**config.mk**
```make
export PLATFORM = sky130hd
export DESIGN_NAME = iob_clint_arbiter
export DESIGN_NICKNAME = d
export VERILOG_FILES = /design/src/rtl/iob_clint_arbiter.sv
export SDC_FILE = /design/constraint.sdc
export NUM_CORES = 1
export LEC_CHECK = 0
export CAP_MARGIN = 20
export CORE_MARGIN = 1
export CORE_UTILIZATION = 43
export CTS_CLUSTER_SIZE = 16
export DETAILED_ROUTE_END_ITERATION = 12
export GPL_ROUTABILITY_DRIVEN = 0
export PLACE_DENSITY = 0.82
export SYNTH_ARGS = -nofsm -noshare
export SYNTH_HDL_FRONTEND = slang
export SYNTH_SLANG_ARGS = --single-unit
```
**constraint.sdc**
```tcl
create_clock -name clk -period 8.7 [get_ports clk]
set_clock_uncertainty 0.05 [all_clocks]
set_input_delay 1.74 -clock clk [delete_from_list [all_inputs] [get_ports clk]]
set_output_delay 1.74 -clock clk [all_outputs]
set_load 0.01 [all_outputs]
```
**src/rtl/iob_clint_arbiter.sv**
```systemverilog
// Round-robin arbiter sharing the CLINT native-bus slave port among N_MASTERS requesters.
// One request is latched per grant; a watchdog force-completes stalled slave accesses.
module iob_clint_arbiter #(
  parameter  int ADDR_W    = 16,
  parameter  int DATA_W    = 32,
  parameter  int N_MASTERS = 2,
  parameter  int TIMEOUT   = 255,
  localparam int GW        = (N_MASTERS > 1) ? $clog2(N_MASTERS) : 1,
  localparam int SW        = DATA_W / 8
) (
  input  logic                      clk,
  input  logic                      rst,
  input  logic [N_MASTERS-1:0]      m_valid,
  input  logic [N_MASTERS*ADDR_W-1:0] m_address,
  input  logic [N_MASTERS*DATA_W-1:0] m_wdata,
  input  logic [N_MASTERS*SW-1:0]   m_wstrb,
  output logic [DATA_W-1:0]         m_rdata,
  output logic [N_MASTERS-1:0]      m_ready,
  output logic                      s_valid,
  output logic [ADDR_W-1:0]         s_address,
  output logic [DATA_W-1:0]         s_wdata,
  output logic [SW-1:0]             s_wstrb,
  input  logic [DATA_W-1:0]         s_rdata,
  input  logic                      s_ready,
  output logic [GW-1:0]             grant_idx,
  output logic                      timeout_err
);

  localparam int CW = ($clog2(TIMEOUT + 1) > 8) ? $clog2(TIMEOUT + 1) : 8;
  localparam logic [GW-1:0] LAST_RST = GW'(N_MASTERS - 1);
  localparam logic [CW-1:0] WDOG_MAX = CW'(TIMEOUT);

  typedef enum logic [1:0] {IDLE, ISSUE, WAIT, RESP} state_t;

  state_t            state;
  logic [GW-1:0]     last;
  logic [CW-1:0]     wdog;
  logic [GW-1:0]     sel;
  logic              sel_found;
  logic [N_MASTERS-1:0] grant_oh;

  // First requester after the previously granted one, wrapping around.
  always_comb begin
    int cand;
    cand      = 0;
    sel       = '0;
    sel_found = 1'b0;
    for (int k = 1; k <= N_MASTERS; k++) begin
      cand = (int'(last) + k) % N_MASTERS;
      if (!sel_found && m_valid[cand[GW-1:0]]) begin
        sel       = cand[GW-1:0];
        sel_found = 1'b1;
      end
    end
  end

  always_comb begin
    grant_oh            = '0;
    grant_oh[grant_idx] = 1'b1;
  end

  always_ff @(posedge clk or posedge rst) begin
    if (rst) begin
      state       <= IDLE;
      last        <= LAST_RST;
      grant_idx   <= '0;
      wdog        <= '0;
      s_valid     <= 1'b0;
      s_address   <= '0;
      s_wdata     <= '0;
      s_wstrb     <= '0;
      m_rdata     <= '0;
      m_ready     <= '0;
      timeout_err <= 1'b0;
    end else begin
      case (state)
        IDLE: begin
          if (sel_found) begin
            grant_idx <= sel;
            last      <= sel;
            s_address <= m_address[int'(sel)*ADDR_W +: ADDR_W];
            s_wdata   <= m_wdata[int'(sel)*DATA_W +: DATA_W];
            s_wstrb   <= m_wstrb[int'(sel)*SW +: SW];
            s_valid   <= 1'b1;
            state     <= ISSUE;
          end
        end
        ISSUE: begin
          s_valid <= 1'b0;
          wdog    <= '0;
          state   <= WAIT;
        end
        WAIT: begin
          // A slave response in the final watchdog cycle still wins over the timeout.
          if (s_ready) begin
            m_rdata <= s_rdata;
            m_ready <= grant_oh;
            state   <= RESP;
          end else if (wdog == WDOG_MAX) begin
            m_rdata     <= '0;
            timeout_err <= 1'b1;
            m_ready     <= grant_oh;
            state       <= RESP;
          end else begin
            wdog <= wdog + 1'b1;
          end
        end
        RESP: begin
          m_ready     <= '0;
          timeout_err <= 1'b0;
          state       <= IDLE;
        end
        default: state <= IDLE;
      endcase
    end
  end

endmodule

```
Word level (Yosys, flattened, before mapping)
Index checks and enable logic that the tools add are counted.

Order comparisons: 4. Mux-type cells: 27. $mul: 0. Reductions and logical operators: 15. Shifts and indexed selects: 3. Add/subtract/negate cells: 3. Equality and inequality tests: 9. Bitwise logic cells: 0. Divide/modulo/power cells: 0.

Operators with widths (count): two-way mux 32 bit (2); indexed part select 64 x 7 -> 32 bit (1); indexed part select 32 x 6 -> 16 bit (1); two-way mux 8 bit (2); one-hot mux 8 bit (2 select lines) (1); two-way mux 1 bit (12); two-way mux 2 bit (5); AND reduction 2 bit (5); adder 8 x 1 -> 8 bit (second input constant) (1); == test 8 bit (second input constant) (1); inequality test 2 bit (second input constant) (4); one-hot mux 2 bit (4 select lines) (1); nonzero test 2 bit (4); indexed part select 8 x 4 -> 4 bit (1); less-than comparator 1 x 2 -> 1 bit (second input constant) (3); AND reduction 3 bit (2); == test 2 bit (second input constant) (2); one-hot mux 1 bit (2 select lines) (2); one-hot mux 2 bit (2 select lines) (1); inequality test 3 bit (second input constant) (1); adder 1 bit (second input constant) (2); == test 2 x 1 -> 1 bit (second input constant) (1); logical AND 1 bit (2); zero test 2 bit (1); 3 further kinds (3).

Logic and storage cells: 72. Memory bits (read-only): 0. Bits in writable memories: 0. Register bits after elaboration: 100. Bits in latches: 0. Bits of input ports: 141. Memories: 0.

Logic depth before layout (Yosys ltp)
Gate-level depths: netlist of run 1.

Word-level depth: 9. Mapped depth: 7. Mapped depth without buffers: 6.

Worst setup path before layout of run 1
Ideal clock, no wire load.

Path type: input port to flip-flop. From: in s_ready. To: reg wdog[6]. Arrival: 2.558 ns. Setup slack: 5.974 ns. Library setup time: 0.118 ns. Stages: 4. Buffers on the path: 0. Cells stage by stage: and2b_2 o21ai_4 mux2_1 a21o_1.

Cells in the longest elaborated chain, start to end: 2.

Ends and longest elaborated chain: from (decl) (line 24) `input logic s_ready,`; inequality test 2 bit (no line); AND reduction 3 bit (no line); to (signal assigned) (line 105) `wdog <= wdog + 1'b1;`; to (decl) (line 37) `logic [CW-1:0] wdog;`.

No other way between the ends. A chain may end at the register's enable or synchronous reset.

Worst setup path after layout of run 1
From: in m_valid[1]. To: reg s_wdata[23].

Cells in the longest elaborated chain, start to end: 7. Elaborated cells between the ends (all ways): 12. Those cells by class: shift: 1; mux: 8; reduce/logical: 3.

Ends and longest elaborated chain: from (decl) (line 13) `input logic [N_MASTERS-1:0] m_valid,`; two-way mux 1 bit (implied by the code) (2 in a row) (line 50) `if (!sel_found && m_valid[cand[GW-1:0]]) begin`; two-way mux 1 bit (line 50); zero test 1 bit (line 50); logical AND 1 bit (line 50); two-way mux 1 bit (line 50); indexed part select 64 x 7 -> 32 bit / AND reduction 2 bit (equally long branches); to (signal assigned) (line 82) `s_wdata <= m_wdata[int'(sel)*DATA_W +: DATA_W];`; to (decl) (line 21) `output logic [DATA_W-1:0] s_wdata,`.

Several ways; a longest one is shown, not always the timed one. The select of a mux whose other input is x is not followed.

==> out/metrics.yaml, run 1 <==
status: "finished, final reports clean"
synth_area_per_cell_um2: 11.5
remaining_drc_errors: 0
antenna_found_initial: 0
synth_top_area_cell: "dfrtp_1"
slowest_delay_ns: 0.72
finalSetupTns_ns: 0
ctsHoldBuffers: 0
synth_most_common_cell: "dfrtp_1"
finalCritPeriodShare: 0.445
worst_setup_path_end_kind: "flip-flop"
layout_setup_ws_ns: 4.83
synth_area_leaders: "dfrtp_1, mux2i_1, a22o_1"
cp_num_buf_inv: 2
rows: 36
rr_endpoint: "s_address[3]"
root_buffer: "clkbuf_8"
r2r-start: "state[0]"
synthCells: 383
clock_sinks: 100
ctsResizeCount: 0
yosys.area.top_type_share: 0.564
grt_use_met3: 0.0671
grt_busiest_layer: "met2"
dp_slack_ns: 4.47
worstHoldStart: "s_address[13]"
final_layout_size_suffix_gt1_frac: 0.0493
clockBufferDepth: 2
worstHoldPathType: "flip-flop to flip-flop"
ys_types: 39
worstMarginPinSlew_ns: 0.821
p_leak_uw: 0.00303
endpoint: "s_wdata[23]"
synth_nets: 529
critPathLaunch: "m_valid[1]"
synthToLayoutAreaGrowth_pct: 59.2
cp.arrival_ns: 4.04
die_area_um2: 10600
path_class: "input pin to flip-flop"
pin_count: 230
path_max_fanout: 34
rr_worst_depth: 5
port_buffers: 229
grt_first_pass_wirelength_mm: 17.9
yosys_most_used_dff: "dfrtp_1"
use_met2: 0.369
slew_violations: 0
maxSlewHeadroom: 0.452
synth-warning-count: 0
cp_num_cells: 5
grt_setup_unrepaired: "no"
wl_mm: 12.2
drtPass1Iterations: 4
setup_viol: 0
diodes: 0
avgViaCountPerCell: 5.09
finalCriticalPeriod_ns: 3.87
htree_levels: 3
die_h_um: 103
synthArstFlopShare: 1.00
required_ns: 8.87
cts_post_setup_buffers_inserted: 0
grt_usage: 0.223
hpwl_mm: 9.16
start_util: 0.447
synth_edf_count: 0
seq_area_frac_synth: 0.570
cp_slowest_cell: "a21boi_4"
peakVddDrop_mv: 0.141
final_nets: 749
wl_per_cell_um: 16.5
die_w_um: 103
finalHoldViolCount: 0
grt_overflow: 0
ant_nets: 0
use_met1: 0.271
synthTopCellsByCount: "dfrtp_1, nand2_1, mux2i_1"
grt_pass1_vias: 3704
core_area_um2: 9820
vias: 3770
crit_path_start_kind: "input pin"
clkTransAtPathRegs_ns: 0.09
cap_viol_max_count: 0
r2r_slack_ns: 6.43
path_cells: "clkdlybuf4s50_1, a21boi_4, buf_4, mux2i_1, o21ai_0"
max_freq_ghz: 0.258
netlist_area_um2: 4390
cts_made_buffers: 9
drt_iter0_markers: 92
power_density_nw_per_um2: 305
cpLargestDelayFamily: "buffers and inverters"
grt_max_degree: 87
worstSkewPairLatency_ns: 0.35
synth-seq-cells: 100
cts_tree: "done"
cell usage in the layout, fill, tap and decap left out, types with 2 or more instances in the layout:
master,count
ha_1,5
a21oi_1,3
clkdlybuf4s50_1,229
or3_1,3
o21ai_0,29
dfrtp_1,99
clkbuf_8,11
inv_1,2
nand2_1,61
o2bb2ai_1,2
nand3_1,13
o21ai_4,2
buf_4,4
clkinv_2,2
a22o_1,33
mux2i_1,53
o21ai_1,28
registers in the layout, indices dropped and copies added (netlist names):
name and cells:
last 1, s_wstrb 4, m_rdata 32, s_address 16, m_ready 2, grant_idx 1, wdog 8, state 2
timeout_err 1, s_valid 1, s_wdata 32
final cells by class:
cell class              count  area (um2)
fillers                   729        2830
repair buffers            235        2360
well taps                 133         166
inverters                   3        13.8
flip-flops and latches    100        2500
clock buffers              12         155
multi-input cells         254        1740
clock inverters             4        48.8
worst min-delay path by stage:
stage                    endpoint  slack, ns  cells past startpoint
floorplan                 wdog[6]       0.45                      1
global placement      s_wdata[10]       0.41                      2
detailed placement    s_wdata[16]       0.42                      2
CTS                   s_wdata[16]       0.44                      2
global route          s_wdata[25]       0.47                      2
finish              s_address[13]       0.44                      2
stage by stage:
step / cell area [um2] / util / hold slack [ns] / cells / power, uW
finish: 6990 / 0.712 / 0.437 / 741 / 2130
global route: 6990 / 0.712 / 0.465 / 741 / 2270
CTS: 6950 / 0.707 / 0.441 / 739 / 2140
detailed placement: 6740 / 0.687 / 0.421 / 723 / 1830
global placement: 6740 / 0.687 / 0.412 / 723 / 1790
floorplan: 4390 / - / 0.445 / 383 / 1280
cell families after synthesis:
kind of cell    Yosys count  share of synthesized area
compound gates          108                      0.164
mux                      54                      0.123
flops                   100                      0.570
fa+ha+maj                 5                     0.0143
simple gates             87                     0.0892
buf+inv                  29                     0.0391
per-layer routing:
metal / wire length (um) / vias up
met4: 266 / 0
li1: - / 1813
met2: 6000 / 172
met1: 4760 / 1766
met3: 1180 / 19
met5: 0 / -
power breakdown:
part	switching, uW	leakage [uW]	internal, uW	total, uW
sequential	123	0.00125	674	797
clock	155	0.000106	149	304
combinational	464	0.00167	565	1030
total	742	0.00303	1390	2130
tightest hold or removal path, cell delays in order (launching register included):
cell,delay [ns]
dfrtp_1,0.35
nand2_1,0.05
o21ai_1,0.06
(Power assumes the default switching activity.)
==> run 2, diff against run 1 <==
Settings changed: CORE_UTILIZATION 43 to 36, PLACE_DENSITY 0.82 to 0.73.
Clock period 8.7 ns to 3.4 ns, I/O delays scaled along.
==> run 2 against run 1 <==
Compared with the run above: wire length up 0.58%; combinational power rose to 2.5 times the previous value; hold slack worse by 0.0085 ns; sequential power rose to 2.6 times the previous value; power rose to 2.7 times the previous value; clock power rose to 3.3 times the previous value; highest routed layer unchanged.
==> out/metrics.yaml, run 2 (synthesized netlist as in run 1, its figures left out) <==
pin_count: 230
clkTransAtPathRegs_ns: 0.06
peakVddDrop_mv: 0.359
finalCritPeriodShare: 0.636
status: "finished, final reports clean"
grt_max_degree: 56
max_freq_ghz: 0.462
die_w_um: 112
grt_usage: 0.204
path_max_fanout: 34
ant_nets: 0
port_buffers: 229
p_leak_uw: 0.00307
cts_tree: "done"
drtPass1Iterations: 4
htree_levels: 3
die_area_um2: 12600
start_util: 0.376
vias: 3747
finalCriticalPeriod_ns: 2.16
finalSetupTns_ns: 0
remaining_drc_errors: 0
finalHoldViolCount: 0
use_met1: 0.230
final_common_cell: "clkdlybuf4s50_1"
worstHoldPathType: "flip-flop to flip-flop"
clockBufferDepth: 2
total_power_uw: 5660
use_met2: 0.353
cts_post_setup_buffers_inserted: 0
hpwl_mm: 9.16
ctsResizeCount: 0
grt_pass1_vias: 3907
wl_mm: 12.3
layout_setup_ws_ns: 1.24
stdcell_count: 753
rows: 39
worst_setup_path_end_kind: "flip-flop"
root_buffer: "clkbuf_16"
final_nets: 751
grt_overflow: 0
worstMarginPinSlew_ns: 0.596
grt_use_met3: 0.0869
required_ns: 3.56
grt_first_pass_wirelength_mm: 19.8
cts_made_buffers: 9
avgViaCountPerCell: 4.98
setup_viol: 0
grt_busiest_layer: "met2"
power_density_nw_per_um2: 797
cp.arrival_ns: 2.33
min_path_cells: 2
layout_common_cells: "clkdlybuf4s50_1, dfrtp_1, nand2_1"
die_h_um: 112
worstSkewPairLatency_ns: 0.35
maxSlewHeadroom: 0.603
n_fill_cell: 973
crit_path_start_kind: "input pin"
largestRegisters: "m_rdata (32), s_wdata (32), s_address (16)"
rr_worst_depth: 5
final_layout_size_suffix_gt1_frac: 0.0508
dp_slack_ns: 0.854
diodes: 0
grt_setup_unrepaired: "no"
synthToLayoutAreaGrowth_pct: 61.8
cap_viol_max_count: 0
clock_sinks: 100
dp_cells: 737
core_area_um2: 11700
slew_violations: 0
wl_per_cell_um: 16.3
ctsHoldBuffers: 0
drt_iter0_markers: 199
path_class: "input pin to flip-flop"
antenna_found_initial: 0
[run 2: cell type report]
class | count | area [um2] | area share
flip-flops and latches | 100 | 2500 | 0.352
repair buffers | 237 | 2380 | 0.336
multi-input cells | 254 | 1740 | 0.244
clock buffers | 11 | 233 | 0.0328
well taps | 143 | 179 | 0.0252
clock inverters | 5 | 52.6 | 0.00740
inverters | 3 | 13.8 | 0.00194
[run 2: critical path, stage by stage]
cell and delay [ns]:
clkdlybuf4s50_1 0.57, a21boi_4 0.22, buf_4 0.50, mux2i_1 0.26, o21ai_0 0.09
[run 2: per-stage QoR]
stage	cell area (um2)	hold slack [ns]	util
2_1_floorplan	4390	0.445	-
3_3_place_gp	6790	0.411	0.582
3_5_place_dp	6820	0.419	0.585
4_1_cts	7100	0.434	0.609
5_1_grt	7100	0.455	0.609
6_report	7100	0.428	0.609
[run 2: final timing paths]
| check | start | endpoint | slack (ns) |
|---|---|---|---|
| worst max-delay path | m_valid[1] | s_wdata[9] | 1.24 |
| worst min-delay path | s_address[3] | s_address[3] | 0.43 |
| worst max register to register | wdog[0] | wdog[6] | 1.37 |
| worst min register to register | s_address[3] | s_address[3] | 0.43 |
| max in group asynchronous | rst | m_rdata[19] | 1.84 |
| min in group asynchronous | rst | m_rdata[15] | 0.70 |
[run 2: metal layers]
layer / up-vias / routed length (um)
met4: 0 / 167
li1: 1811 / -
met2: 168 / 6070
met3: 11 / 1120
met1: 1757 / 4920
met5: - / 0
[run 2: report_power, final]
part	switching (uW)	internal (uW)	total, uW
registers	310	1730	2040
clock network	437	567	1000
logic	1160	1460	2620
==> edit 1, RTL diff (config.mk and constraints of run 2) <==
Make the reset (`rst`) synchronous in one clocked block.
--- a/src/rtl/iob_clint_arbiter.sv
+++ b/src/rtl/iob_clint_arbiter.sv
@@ -59,7 +59,7 @@
     grant_oh[grant_idx] = 1'b1;
   end
 
-  always_ff @(posedge clk or posedge rst) begin
+  always_ff @(posedge clk) begin
     if (rst) begin
       state       <= IDLE;
       last        <= LAST_RST;
Behaviour: differs if rst is asserted again (counterexample within 4 cycles, from zero or initial values and one cycle with rst high); with rst held inactive, the same outputs for 4 cycles.
==> edit 1 against run 2 <==
First-iteration DRC count up 3.0%; highest routed layer unchanged; largest cell class is now buffers; sequential cell count did not move; die area decreased by 4.2%; count of clock-buffer cells in the layout shrank 1; power decreased by 18%; final area is 2.9% lower; setup slack worse by 0.14 ns; area after synthesis fell by 4.2%; routed wire length down 6.0%.
==> edit 1: results (changes against run 2) <==
.. list-table::
   :header-rows: 1

   * - Metric
     - Value
   * - Wire length of the first global-routing pass
     - 17300 um (-12%)
   * - Top cells by area in the synthesized netlist
     - dfxtp_1, mux2i_1, a211oi_1, a22o_1, nor2_1
   * - IO buf count
     - 229 (unchanged)
   * - Async set or reset register ratio after synthesis
     - 0% (-100 points)
   * - Share of layout cells above drive strength 1
     - 7.45% (+2.4 points)
   * - Total clock buffers created by CTS
     - 9 (unchanged)
   * - Max clock buf depth
     - 2 (unchanged)
   * - Largest net degree at the start of global routing
     - 36 (-36%)
   * - Regs by FF count
     - m_rdata x32, s_wdata x32, s_address x16
   * - Total Routed Length
     - 11500 um (-6.0%)
   * - Status
     - completed
   * - Number of nets at the end of the flow
     - 772 (+2.8%)
   * - Cells resized by post-CTS repair
     - 0 (unchanged)
   * - Clock network latency to the later pin of the worst-skew pair
     - 0.33 ns (-0.02 ns)
   * - Leading cell types by count after synthesis
     - dfxtp_1, nor2_1, a211oi_1, mux2i_1, a22o_1
   * - Initial antenna violation count
     - 0 (unchanged)
   * - Leakage component of the power
     - 2.63 nW (-15%)
   * - Vias/cell
     - 5.03 (+1.0%)
   * - Most instantiated flip-flop cell in the synthesis netlist
     - dfxtp_1
   * - Hold/Removal Path Class
     - flip-flop to flip-flop
   * - Post-synthesis sequential area ratio
     - 47.6% (-9.4 points)
   * - Count of cells along the worst hold path
     - 1 (-1)
   * - Buffers inserted by post-CTS timing repair
     - 0 (unchanged)
   * - Half-perimeter wire length of the detailed placement result
     - 8740 um (-4.6%)
   * - Critical path peak fanout
     - 23 (-32%)
   * - CTS clock-pin slew for the worst setup and hold paths
     - 0.06 ns (about the same)
   * - Cell depth of the worst flop-to-flop path
     - 5 (unchanged)
   * - Worst-Margin Slew
     - 0.825 ns (+0.229 ns)
   * - DRC violation total after the first TritonRoute iteration
     - 205 (+3.0%)
   * - Net count of the mapped netlist
     - 549 (+3.8%)
   * - Number of global-route vias before repair
     - 3701 (-5.3%)
   * - CTS H-Tree Depth
     - 3 (unchanged)
   * - Worst path arrival time
     - 2.49 ns (+0.16 ns)
   * - Clock Root Buffer
     - clkbuf_16
   * - Mapped Cells
     - 403 (+5.2%)
   * - Cell variety after synth
     - 47 (+21%)
   * - Tot GR Track Use
     - 18.3% (-2.1 points)
   * - Setup slack after placement
     - 0.747 ns (-0.107 ns)
   * - Ant diodes
     - 0 (unchanged)
   * - YS warnings
     - 0 (unchanged)
   * - VDD IR max
     - 0.359 mV (about the same)
   * - Final routed wire length divided by cell count
     - 14.9 um (-8.6%)
   * - Placed Cells incl. Taps
     - 758 (+2.8%)
   * - TritonRoute pass-1 iters
     - 4 (unchanged)
## edit 1: cell count changes in the layout (fill, tap and decap cells not counted), moves of 7 or more
cell / run 2 / this run
a211oi_1: 0 / 53
o21ai_0: 29 / 3
o21ai_1: 28 / 0
a21oi_1: 3 / 10
nand3_1: 13 / 4
dfrtp_1: 99 / 0
nor2_1: 1 / 60
dfxtp_1: 0 / 100
buf_4: 6 / 13
nand2_1: 61 / 9
## edit 1: through the flow
step	instance area, um2	utilization (%)
finish	6900	60.4
detailed placement	6600	57.8
floorplan	4200	-
global placement	6600	57.8
CTS	6900	60.4
global route	6900	60.4
## edit 1: layout make-up
class / instances / area [um2]
fillers: 975 / 4520
repair buffers: 245 / 2440
flip-flops and latches: 100 / 2000
multi-input cells: 266 / 1960
clock buffers: 10 / 229
well taps: 143 / 179
clock inverters: 6 / 63.8
inverters: 4 / 15.0
## edit 1: routing by layer
metal | up-vias | wire, um | share of wire (%) | global-route usage, %
met4 | 0 | 221 | 1.9 | 7.62
met5 | - | 0 | 0 | 0
met3 | 18 | 762 | 6.6 | 4.00
met2 | 134 | 5740 | 50 | 32.0
met1 | 1798 | 4820 | 42 | 21.6
li1 | 1941 | - | - | -
## edit 1: cell families (layout without fill, tap and decap cells)
family | count (synthesis) | in the layout | synth area share (%)
flops | 100 | 100 | 47.6
compound gates | 118 | 118 | 22.5
mux | 54 | 54 | 12.9
simple gates | 89 | 89 | 9.47
buf+inv | 37 | 265 | 6.04
fa+ha+maj | 5 | 5 | 1.49
## edit 1: path summary, 6_finish.rpt
check | startpoint | end | slack [ns]
setup / recovery | m_valid[1] | s_wdata[11]$_SDFFE_PP0P_ | 1.10
hold / removal | m_rdata[18]$_SDFFE_PP0P_ | m_rdata[18]$_SDFFE_PP0P_ | 0.43
setup reg to reg | wdog[0]$_SDFFE_PP0P_ | m_rdata[28]$_SDFFE_PP0P_ | 1.29
hold reg to reg | m_rdata[18]$_SDFFE_PP0P_ | m_rdata[18]$_SDFFE_PP0P_ | 0.43
## edit 1: power breakdown
group | internal, mW | switching, mW
clock network | 0.571 | 0.429
registers | 1.48 | 0.167
logic | 1.08 | 0.921
## edit 1: worst max-delay path: stages
cell and delay (ns):
clkdlybuf4s50_1 0.52, a21boi_4 0.61, buf_12 0.29, mux2i_1 0.10
a211oi_1 0.27
==> edit 2, RTL diff (settings of run 2) <==
Made on the original files. The parameter `ADDR_W` goes from 16 to 14.
--- a/src/rtl/iob_clint_arbiter.sv
+++ b/src/rtl/iob_clint_arbiter.sv
@@ -1,7 +1,7 @@
 // Round-robin arbiter sharing the CLINT native-bus slave port among N_MASTERS requesters.
 // One request is latched per grant; a watchdog force-completes stalled slave accesses.
 module iob_clint_arbiter #(
-  parameter  int ADDR_W    = 16,
+  parameter  int ADDR_W    = 14,
   parameter  int DATA_W    = 32,
   parameter  int N_MASTERS = 2,
   parameter  int TIMEOUT   = 255,
Ports: changed (resized m_address and s_address); port bits go from 230 to 224. The function was not compared with the original's and may differ.
==> edit 2 against run 2 <==
The flow now finishes with violations (DRC); global-route usage fell by 0.68 points; area after synthesis fell by 1.1%; via count fell by 1.3%; setup slack improved by 0.050 ns; routed wire length fell by 3.2%; largest cell class unchanged; largest power group unchanged; count of clock-buffer cells in the layout did not move; sequential cell count fell by 2; critical path type unchanged; final area fell by 1.8%; power fell by 0.71%.
==> edit 2: results (changes against run 2) <==
.. list-table::
   :header-rows: 1

   * - Metric
     - Value
   * - Final routed wire length divided by cell count
     - 16.1 um (-1.3%)
   * - VDD IR max
     - 0.417 mV (+16%)
   * - Post-synthesis area per instance
     - 11.5 um2 (+0.70%)
   * - TritonRoute pass-1 iters
     - 10 (+6)
   * - Net count of the mapped netlist
     - 518 (-2.1%)
   * - Clock tree cell share of total cell area
     - 4.23% (+0.22 points)
   * - Post-layout instance count excluding filler cells
     - 739 (-1.9%)
   * - Signed area change from the synthesized netlist to the final layout
     - 60.8%
   * - Non-clk invs
     - 4 (+1)
   * - Multiplexer share of the synthesized area
     - 11.8% (-0.55 points)
   * - Wire length of the first global-routing pass
     - 18900 um (-4.2%)
   * - Area of combinational cells with multiple inputs
     - 1730 um2 (-0.58%)
   * - Post-synthesis sequential area ratio
     - 56.5% (-0.50 points)
   * - Cell variety after synth
     - 44 (+13%)
   * - Data-path buffer share of cell area in the final layout
     - 33.0% (-0.54 points)
   * - Number of global-route vias before repair
     - 3649 (-6.6%)
   * - Met2 Resource Use GR
     - 33.5% (-1.8 points)
   * - Power dissipated in combinational cells
     - 2.58 mW (-2%)
   * - Top cells by area in the synthesized netlist
     - dfrtp_1, mux2i_1, a22o_1, o21ai_1, nand2_1
   * - Status
     - finished, violations left
   * - Met1 capacity usage during global routing
     - 22.5% (-0.55 points)
   * - Fraction of met3 tracks used by global routing
     - 9.15% (+0.45 points)
   * - Largest net degree at the start of global routing
     - 60 (+7.1%)
   * - DRC violation total after the first TritonRoute iteration
     - 278 (+40%)
   * - Leakage component of the power
     - 3.02 nW (-1.8%)
   * - Sequential portion of the cell area
     - 35.2% (-0.079 points)
   * - Switching share of total power
     - 33.5% (-0.13 points)
   * - Worst-Margin Slew
     - 0.601 ns (+0.00493 ns)
   * - Leading cell types by count after synthesis
     - dfrtp_1, nand2_1, o21ai_1
   * - Vias/cell
     - 5.00 (+0.53%)
   * - Adder and majority cell fraction of the synthesized area
     - 1.44% (+0.016 points)
   * - Failing checks
     - DRC
   * - Share of layout cells above drive strength 1
     - 5.87% (+0.79 points)
   * - Source of the worst register-to-register timing path
     - state[0]$_DFFE_PP0P_
   * - Total met2 wirelength after detailed routing
     - 5740 um (-5.4%)
   * - Post-synthesis xor/xnor area fraction
     - 0.404% (+0.40 points)
   * - Remaining DRCs
     - 20 (+20)
   * - Internal reg-to-reg setup slack
     - 1.43 ns (+0.06 ns)
## edit 2: cell types whose count changed after synthesis, moves of 3 or more
| cell | delta |
|---|---|
| buf_6 | +4 |
| and3_1 | +3 |
| nand3_1 | -5 |
| mux2i_1 | -3 |
| or3_1 | -3 |
| nand2_1 | -4 |
| o21ai_1 | +26 |
| o21ai_0 | -28 |
| buf_4 | -5 |
## edit 2: how the worst max path moves through the flow
stage / start / end / depth (start not counted)
6_report: m_valid[1] / s_wdata[18]$_DFFE_PP0P_ / 5
5_1_grt: m_valid[1] / s_address[12]$_DFFE_PP0P_ / 5
4_1_cts: m_valid[1] / s_wdata[18]$_DFFE_PP0P_ / 5
3_3_place_gp: s_ready / m_rdata[31]$_DFFE_PP0P_ / 3
2_1_floorplan: rst / grant_idx$_DFFE_PP0P_ / 1
3_5_place_dp: m_valid[1] / s_wdata[18]$_DFFE_PP0P_ / 5
## edit 2: critical path: cells and delay by family
family	cells	cell delay (ns)
buf+inv	2	1.02
mux	1	0.28
compound gates	2	0.28
